==> config.mk <==
export PLATFORM = sky130hd
export DESIGN_NAME = plic_gateway
export DESIGN_NICKNAME = d
export VERILOG_FILES = /design/src/rtl/plic_gateway.sv
export SDC_FILE = /design/constraint.sdc
export NUM_CORES = 1
export LEC_CHECK = 0
export CORE_MARGIN = 3
export CORE_UTILIZATION = 40
export DETAILED_ROUTE_END_ITERATION = 16
export PLACE_DENSITY = 0.74
export SYNTH_ARGS = -nofsm -noshare
export SYNTH_HDL_FRONTEND = slang
export SYNTH_SLANG_ARGS = --single-unit
==> constraint.sdc <==
create_clock -name clk_i -period 2.95 [get_ports clk_i]
set_input_delay 0.59 -clock clk_i [delete_from_list [all_inputs] [get_ports clk_i]]
set_output_delay 0.59 -clock clk_i [all_outputs]
set_load 0.05 [all_outputs]
==> src/rtl/plic_gateway.sv <==
// Per-source PLIC interrupt gateway.
// Turns a raw level- or edge-triggered source into one pending request (ip_o)
// and tracks the claim/complete handshake, so each source has at most one
// request outstanding. In edge mode, edges that have not been serviced are
// counted (saturating) so that bursts are not lost.
// Optional macro PLIC_GATEWAY_SYNC_EN: adds a 2-flop input synchronizer on src_i.
module plic_gateway #(
  parameter int MAX_PENDING_COUNT = 8,
  parameter int CNT_BITS          = $clog2(MAX_PENDING_COUNT + 1)
) (
  input  logic                clk_i,
  input  logic                rst_ni,
  input  logic                src_i,
  input  logic                edge_lvl_i,
  input  logic                claim_i,
  input  logic                complete_i,
  output logic                ip_o,
  output logic                busy_o,
  output logic [CNT_BITS-1:0] pending_cnt_o
);

  localparam logic [1:0] ST_IDLE = 2'd0;
  localparam logic [1:0] ST_PEND = 2'd1;
  localparam logic [1:0] ST_BUSY = 2'd2;

  localparam logic [CNT_BITS-1:0] CNT_MAX = CNT_BITS'(MAX_PENDING_COUNT);

  logic                src_s;
  logic                src_dly_q, src_dly_d;
  logic [1:0]          state_q, state_d;
  logic [CNT_BITS-1:0] cnt_q, cnt_d;
  logic                edge_det;
  logic                claim_acc;
  logic                inc, dec;
  logic                request;

`ifdef PLIC_GATEWAY_SYNC_EN
  logic sync1_q, sync2_q;

  // Two-flop synchronizer so src_i may come from another clock domain.
  always_ff @(posedge clk_i) begin
    if (!rst_ni) begin
      sync1_q <= 1'b0;
      sync2_q <= 1'b0;
    end else begin
      sync1_q <= src_i;
      sync2_q <= sync1_q;
    end
  end

  assign src_s = sync2_q;
`else
  assign src_s = src_i;
`endif

  // Edge detection, counter and handshake next-state logic.
  always_comb begin
    src_dly_d = src_s;
    edge_det  = src_s & ~src_dly_q;
    claim_acc = (state_q == ST_PEND) && claim_i;

    // A claim only consumes a counted edge; a request left over from level
    // mode (cnt already 0) must not wrap the counter.
    inc = edge_det;
    dec = claim_acc && (cnt_q != '0);

    cnt_d = cnt_q;
    if (!edge_lvl_i) begin
      cnt_d = '0;
    end else if (inc && !dec) begin
      if (cnt_q != CNT_MAX) begin
        cnt_d = cnt_q + CNT_BITS'(1);
      end
    end else if (dec && !inc) begin
      cnt_d = cnt_q - CNT_BITS'(1);
    end

    // The edge request looks at the registered count, so an edge shows up on
    // ip_o one cycle after the count first becomes non-zero.
    request = edge_lvl_i ? (cnt_q != '0) : src_s;

    state_d = state_q;
    unique case (state_q)
      ST_IDLE: if (request)    state_d = ST_PEND;
      ST_PEND: if (claim_i)    state_d = ST_BUSY;
      ST_BUSY: if (complete_i) state_d = request ? ST_PEND : ST_IDLE;
      default:                 state_d = ST_IDLE;
    endcase
  end

  // State registers; reset drops any pending or claimed request.
  always_ff @(posedge clk_i) begin
    if (!rst_ni) begin
      state_q   <= ST_IDLE;
      cnt_q     <= '0;
      src_dly_q <= 1'b0;
    end else begin
      state_q   <= state_d;
      cnt_q     <= cnt_d;
      src_dly_q <= src_dly_d;
    end
  end

  assign ip_o          = (state_q == ST_PEND);
  assign busy_o        = (state_q == ST_BUSY);
  assign pending_cnt_o = cnt_q;

endmodule
* Yosys cells after proc, flatten, opt, wreduce, memory -nomap -nowiden *
Index checks and enable logic that the tools add are counted.
Widths: inputs -> output; s select.

cells by class
  add/subtract/negate cells = 2
  bitwise logic cells = 2
  reduce and logical (&&, ||, !) cells = 12
  equal/unequal tests = 7
  muxes and demuxes = 9

operator list
  kind                 count
  $mux 4               3
  $mux 2               3
  $ne 2x2->1 const B   3
  $pmux 2 s3           1
  $add 4x1->4 const B  1
  $logic_and 1x1->1    4
  $ne 4x4->1 const B   1
  $reduce_and 2->1     2
  $reduce_bool 4->1    1
  $sub 4x1->4 const B  1
  $reduce_and 3->1     1
  $eq 2x1->1 const B   1
  $eq 2x2->1 const B   1
  $logic_not 1->1      2
  $logic_not 2->1      1
  $mux 1               2
  $ne 2x1->1 const B   1
  $reduce_bool 2->1    1
  $and 1x1->1          1
  $not 1->1            1

word-level totals
  word-level logic and storage cells = 35
  flip-flop bits (word level) = 7
  output and inout bits = 6

* Longest topological paths before layout *
  depth in word-level cells = 7
  mapped depth = 9
  depth with buffers taken out = 8

* Worst setup path before layout *
No wires, ideal clock.

  path type = reg-to-reg
  start point = register cnt_q[1] (netlist: pending_cnt_o[1])
  end point = register cnt_q[2] (netlist: pending_cnt_o[2])
  data required time = 2.828 ns
  path buffers = 0
  slack = 0.465 ns
  data arrival time = 2.363 ns
  stages on the path, launching flop included = 9
  cells stage by stage = dfxtp_1 > nor4_1 > o21ai_0 > fa_1 > xnor2_1 > nor2_1 > nand2_1 > o22ai_1 > a221o_1

between the ends
  word-level cells in the longest chain between the ends = 6

RTL lines
  element                                                              line  text
  from (decl)                                                          31    logic [CNT_BITS-1:0] cnt_q, cnt_d;
  from (signal assigned)                                               99    cnt_q <= cnt_d;
  parallel branches: the longest is 6 deep, another holds $sub 4x1->4  -

Several ways; the timed one is not identified. The select of a mux whose other input is x is not followed.
A chain may end at the register's enable or synchronous reset.

* Worst setup path after layout *
  start point = input src_i
  end point = register cnt_q[2] (netlist: pending_cnt_o[2])

between the ends
  word-level cells in the longest chain between the ends = 5

RTL lines
  element                      line  text
  from (decl)                  13    input logic src_i,
  $and 1x1->1 *                59    edge_det = src_s & ~src_dly_q;
  $logic_not 1->1              74    end else if (dec && !inc) begin
  $logic_and 1x1->1            74
  $reduce_bool 2->1 (no line)  -
  $reduce_and 2->1 (no line)   -

Every way passes the cells marked *; elsewhere a longest branch is shown, timed or not.

==> impl_metrics.yaml <==
finish:
  areaGrowthSynthToFinish_pct: 31.9
  nets: 96
  antenna_cells: 0
  stdcell_area_sq_um: 719
  drive_gt1_frac: 0.116
logic_synthesis:
  synth.most_common_cell: "nand3_1"
  ys_seq_elements: 7
  synthDominantCellAreaShare: 0.257
  synthFlopType: "dfxtp_1"
  avgSynthCellArea_sq_um: 7.91
  syn_nets: 78
  yosys.cell_types.count: 30
  synth_area_sq_um: 546
  synth_common_cells: "8 x nand3_1, 7 x dfxtp_1, 5 x nand2_1, 5 x nor2_1, 5 x o21ai_0"
  async_reset_ff_frac: 0
  synth_edf_count: 0
  synth_top_area_cell: "dfxtp_1"
  yosysSeqAreaShare: 0.257
  ys_warn_count: 0
  synthTopCellsByArea: "dfxtp_1 26%, nand3_1 7.3%, xnor2_1 4.8%, ha_1 4.6%, o21ai_0 4.6%"
  syn_inst: 69
die:
  fp.dieW_um: 42.9
  dieArea_sq_um: 1840
  core_area_sq_um: 1190
  fp-row-count: 12
  start_util: 0.460
  io-pin-count: 12
  die_height_um: 42.9
global_route:
  grt_max_degree: 14
  overflow: 0
  grt_usage: 0.156
  antenna_found_initial: 0
  grt_pass1_vias: 559
  grt_first_pass_wirelength_um: 2220
clock_tree:
  hold_buffers: 0
  cts_setup_buffers: 0
  h-tree-depth: 1
  numCtsBuffers: 3
  cts-resized-gates: 0
  cts_tree: "yes"
  clkLatencyLatePin_ns: 0.25
  cts.clk_slew.worst_paths_ns: 0.05
  clkSinkCount: 7
  cts-root-buf: "clkbuf_4"
  clock_path_buffers: 2
setup_path:
  cp_slowest_cell: "clkdlybuf4s50_1"
  path_delay_family: "buffers and inverters"
  cp_num_buf_inv: 2
  required_ns: 3.09
  end_kind: "flip-flop"
  critPathLaunchType: "input port"
  cp.arrival_ns: 2.62
  cpPeakStageDelay_ns: 0.51
  path_cells: "clkdlybuf4s50_1 -> and2b_1 -> o21ai_0 -> buf_4 -> fa_1 -> xnor2_1 -> nor2_1 -> nand2_1 -> o22ai_1 -> a221o_1"
  crit_fanout: 4
  critPathKind: "input port to flip-flop"
worst_hold_path:
  hold_class: "flip-flop to flip-flop"
sta:
  min_period_over_period: 0.840
  tns_ns: 0
  final-setup-viol-count: 0
  fin_skew_ns: 0.000961
  tightestPinTransition_ns: 0.492
  finalHoldViolations: 0
  maxSlewViolCount: 0
  rsz0062_at_grt: "no"
  max_slew_margin: 0.671
  fin_crit_ns: 2.48
  max_freq_mhz: 403
drt:
  antenna_left: 0
  drt-total-wl_um: 1330
  drt-initial-drc-count: 17
  vias: 622
  via_per_inst: 6.22
  drtPass1Iterations: 4
  drc_errors: 0
  post_drt_wl_per_cell_um: 13.3
placed_design:
  placed_cell_area_sq_um: 693
  place_congestion: 0.791
  dp_hpwl_um: 1000
  portBuffers: 11
flow_run:
  drv_cap: 0
power:
  powerDensity_nw_per_um2: 699
  vdd_drop_max_uv: 413
  power_leakage_nw: 0.257
  power.total_mw: 0.503
status:
  outcome: "finished, final reports clean"
## worst paths after layout
kind,start,to,slack [ns],cells after the start
setup / recovery,src_i,pending_cnt_o[2]$_SDFFE_PN0P_,0.47,10
hold / removal,pending_cnt_o[3]$_SDFFE_PN0P_,pending_cnt_o[3]$_SDFFE_PN0P_,0.62,2
setup reg to reg,pending_cnt_o[1]$_SDFFE_PN0P_,pending_cnt_o[2]$_SDFFE_PN0P_,0.60,9
hold reg to reg,pending_cnt_o[3]$_SDFFE_PN0P_,pending_cnt_o[3]$_SDFFE_PN0P_,0.62,2
## cells in the final DEF, fill, tap and decap left out
| master | instances |
|---|---|
| clkdlybuf4s50_1 | 11 |
| nand3_1 | 8 |
| dfxtp_1 | 7 |
| nor2_1 | 5 |
| o21ai_0 | 5 |
| nand2_1 | 5 |
| a21oi_1 | 4 |
| buf_4 | 4 |
| xnor2_1 | 3 |
| clkbuf_4 | 3 |
| inv_1 | 2 |
| o21a_1 | 2 |
| o311ai_0 | 2 |
| a31oi_1 | 2 |
| o22ai_1 | 2 |
| a211oi_1 | 2 |
| nor2b_1 | 2 |
| ha_1 | 2 |
| nand3b_1 | 1 |
| nor4_1 | 1 |
| and2b_1 | 1 |
| and2_1 | 1 |
| and3b_1 | 1 |
| nor3_1 | 1 |
| nand2b_1 | 1 |
| nor3_4 | 1 |
| nor2_2 | 1 |
| nand4_1 | 1 |
| a21o_1 | 1 |
| a221oi_2 | 1 |
| a221o_1 | 1 |
| fa_1 | 1 |
| clkbuf_1 | 1 |
## per-stage QoR
step / worst slack (ns) / hold WS [ns] / util / std cells
5_1_grt: 0.329 / 0.668 / 0.607 / 100
3_5_place_dp: 0.208 / 0.609 / 0.584 / 96
3_3_place_gp: 0.265 / 0.591 / 0.584 / 96
6_report: 0.472 / 0.622 / 0.607 / 100
2_1_floorplan: 0.465 / 0.621 / - / 69
4_1_cts: 0.479 / 0.621 / 0.607 / 100
## metal layers
metal | track usage | up-vias | share of wire | routed length, um
met1 | 0.184 | 282 | 0.43 | 575
met4 | 0.0422 | 0 | 0.016 | 21
li1 | - | 295 | - | -
met5 | 0 | - | 0 | 0
met3 | 0.0636 | 6 | 0.095 | 126
met2 | 0.260 | 39 | 0.45 | 601
## cell type report
type                            instances  area, sq um
Sequential cell                         7          140
Clock buffer                            4         26.3
Tap cell                               14         17.5
Timing Repair Buffer                   15          140
Fill cell                             118          467
Multi-Input combinational cell         58          388
Inverter                                2         7.51
## power by group
part | total (mW) | switching (mW) | internal, mW | leakage (nW)
logic | 0.268 | 0.154 | 0.114 | 0.184
registers | 0.145 | 0.0338 | 0.111 | 0.0577
clock network | 0.0896 | 0.0378 | 0.0518 | 0.0150
## worst register-to-register path: cells and delay by family (launching register included)
family                   cells  cell delay (ns)
AO/OA/AOI/OAI                3             0.55
XOR/XNOR                     1             0.16
adder cells (fa/ha/maj)      1             0.37
buffers and inverters        1             0.16
flip-flops                   1             0.41
AND/OR/NAND/NOR              3             0.59
## state kept, by name, summed over array words and instances, names as in the netlist
| name | flops |
|---|---|
| pending_cnt_o | 4 |
| src_dly_q | 1 |
| state_q | 2 |
## cells by family (layout without fill, tap and decap cells)
logic type | Yosys count | in the layout | share of synthesized area
xor gates and xnor gates | 3 | 3 | 0.0482
and+or+nand+nor | 30 | 30 | 0.305
adders and majority gates | 3 | 3 | 0.0826
DFF | 7 | 7 | 0.257
buffers and inverters | 4 | 21 | 0.0321
AOI/OAI and AO/OA | 22 | 22 | 0.275
(Power assumes the default switching activity.)
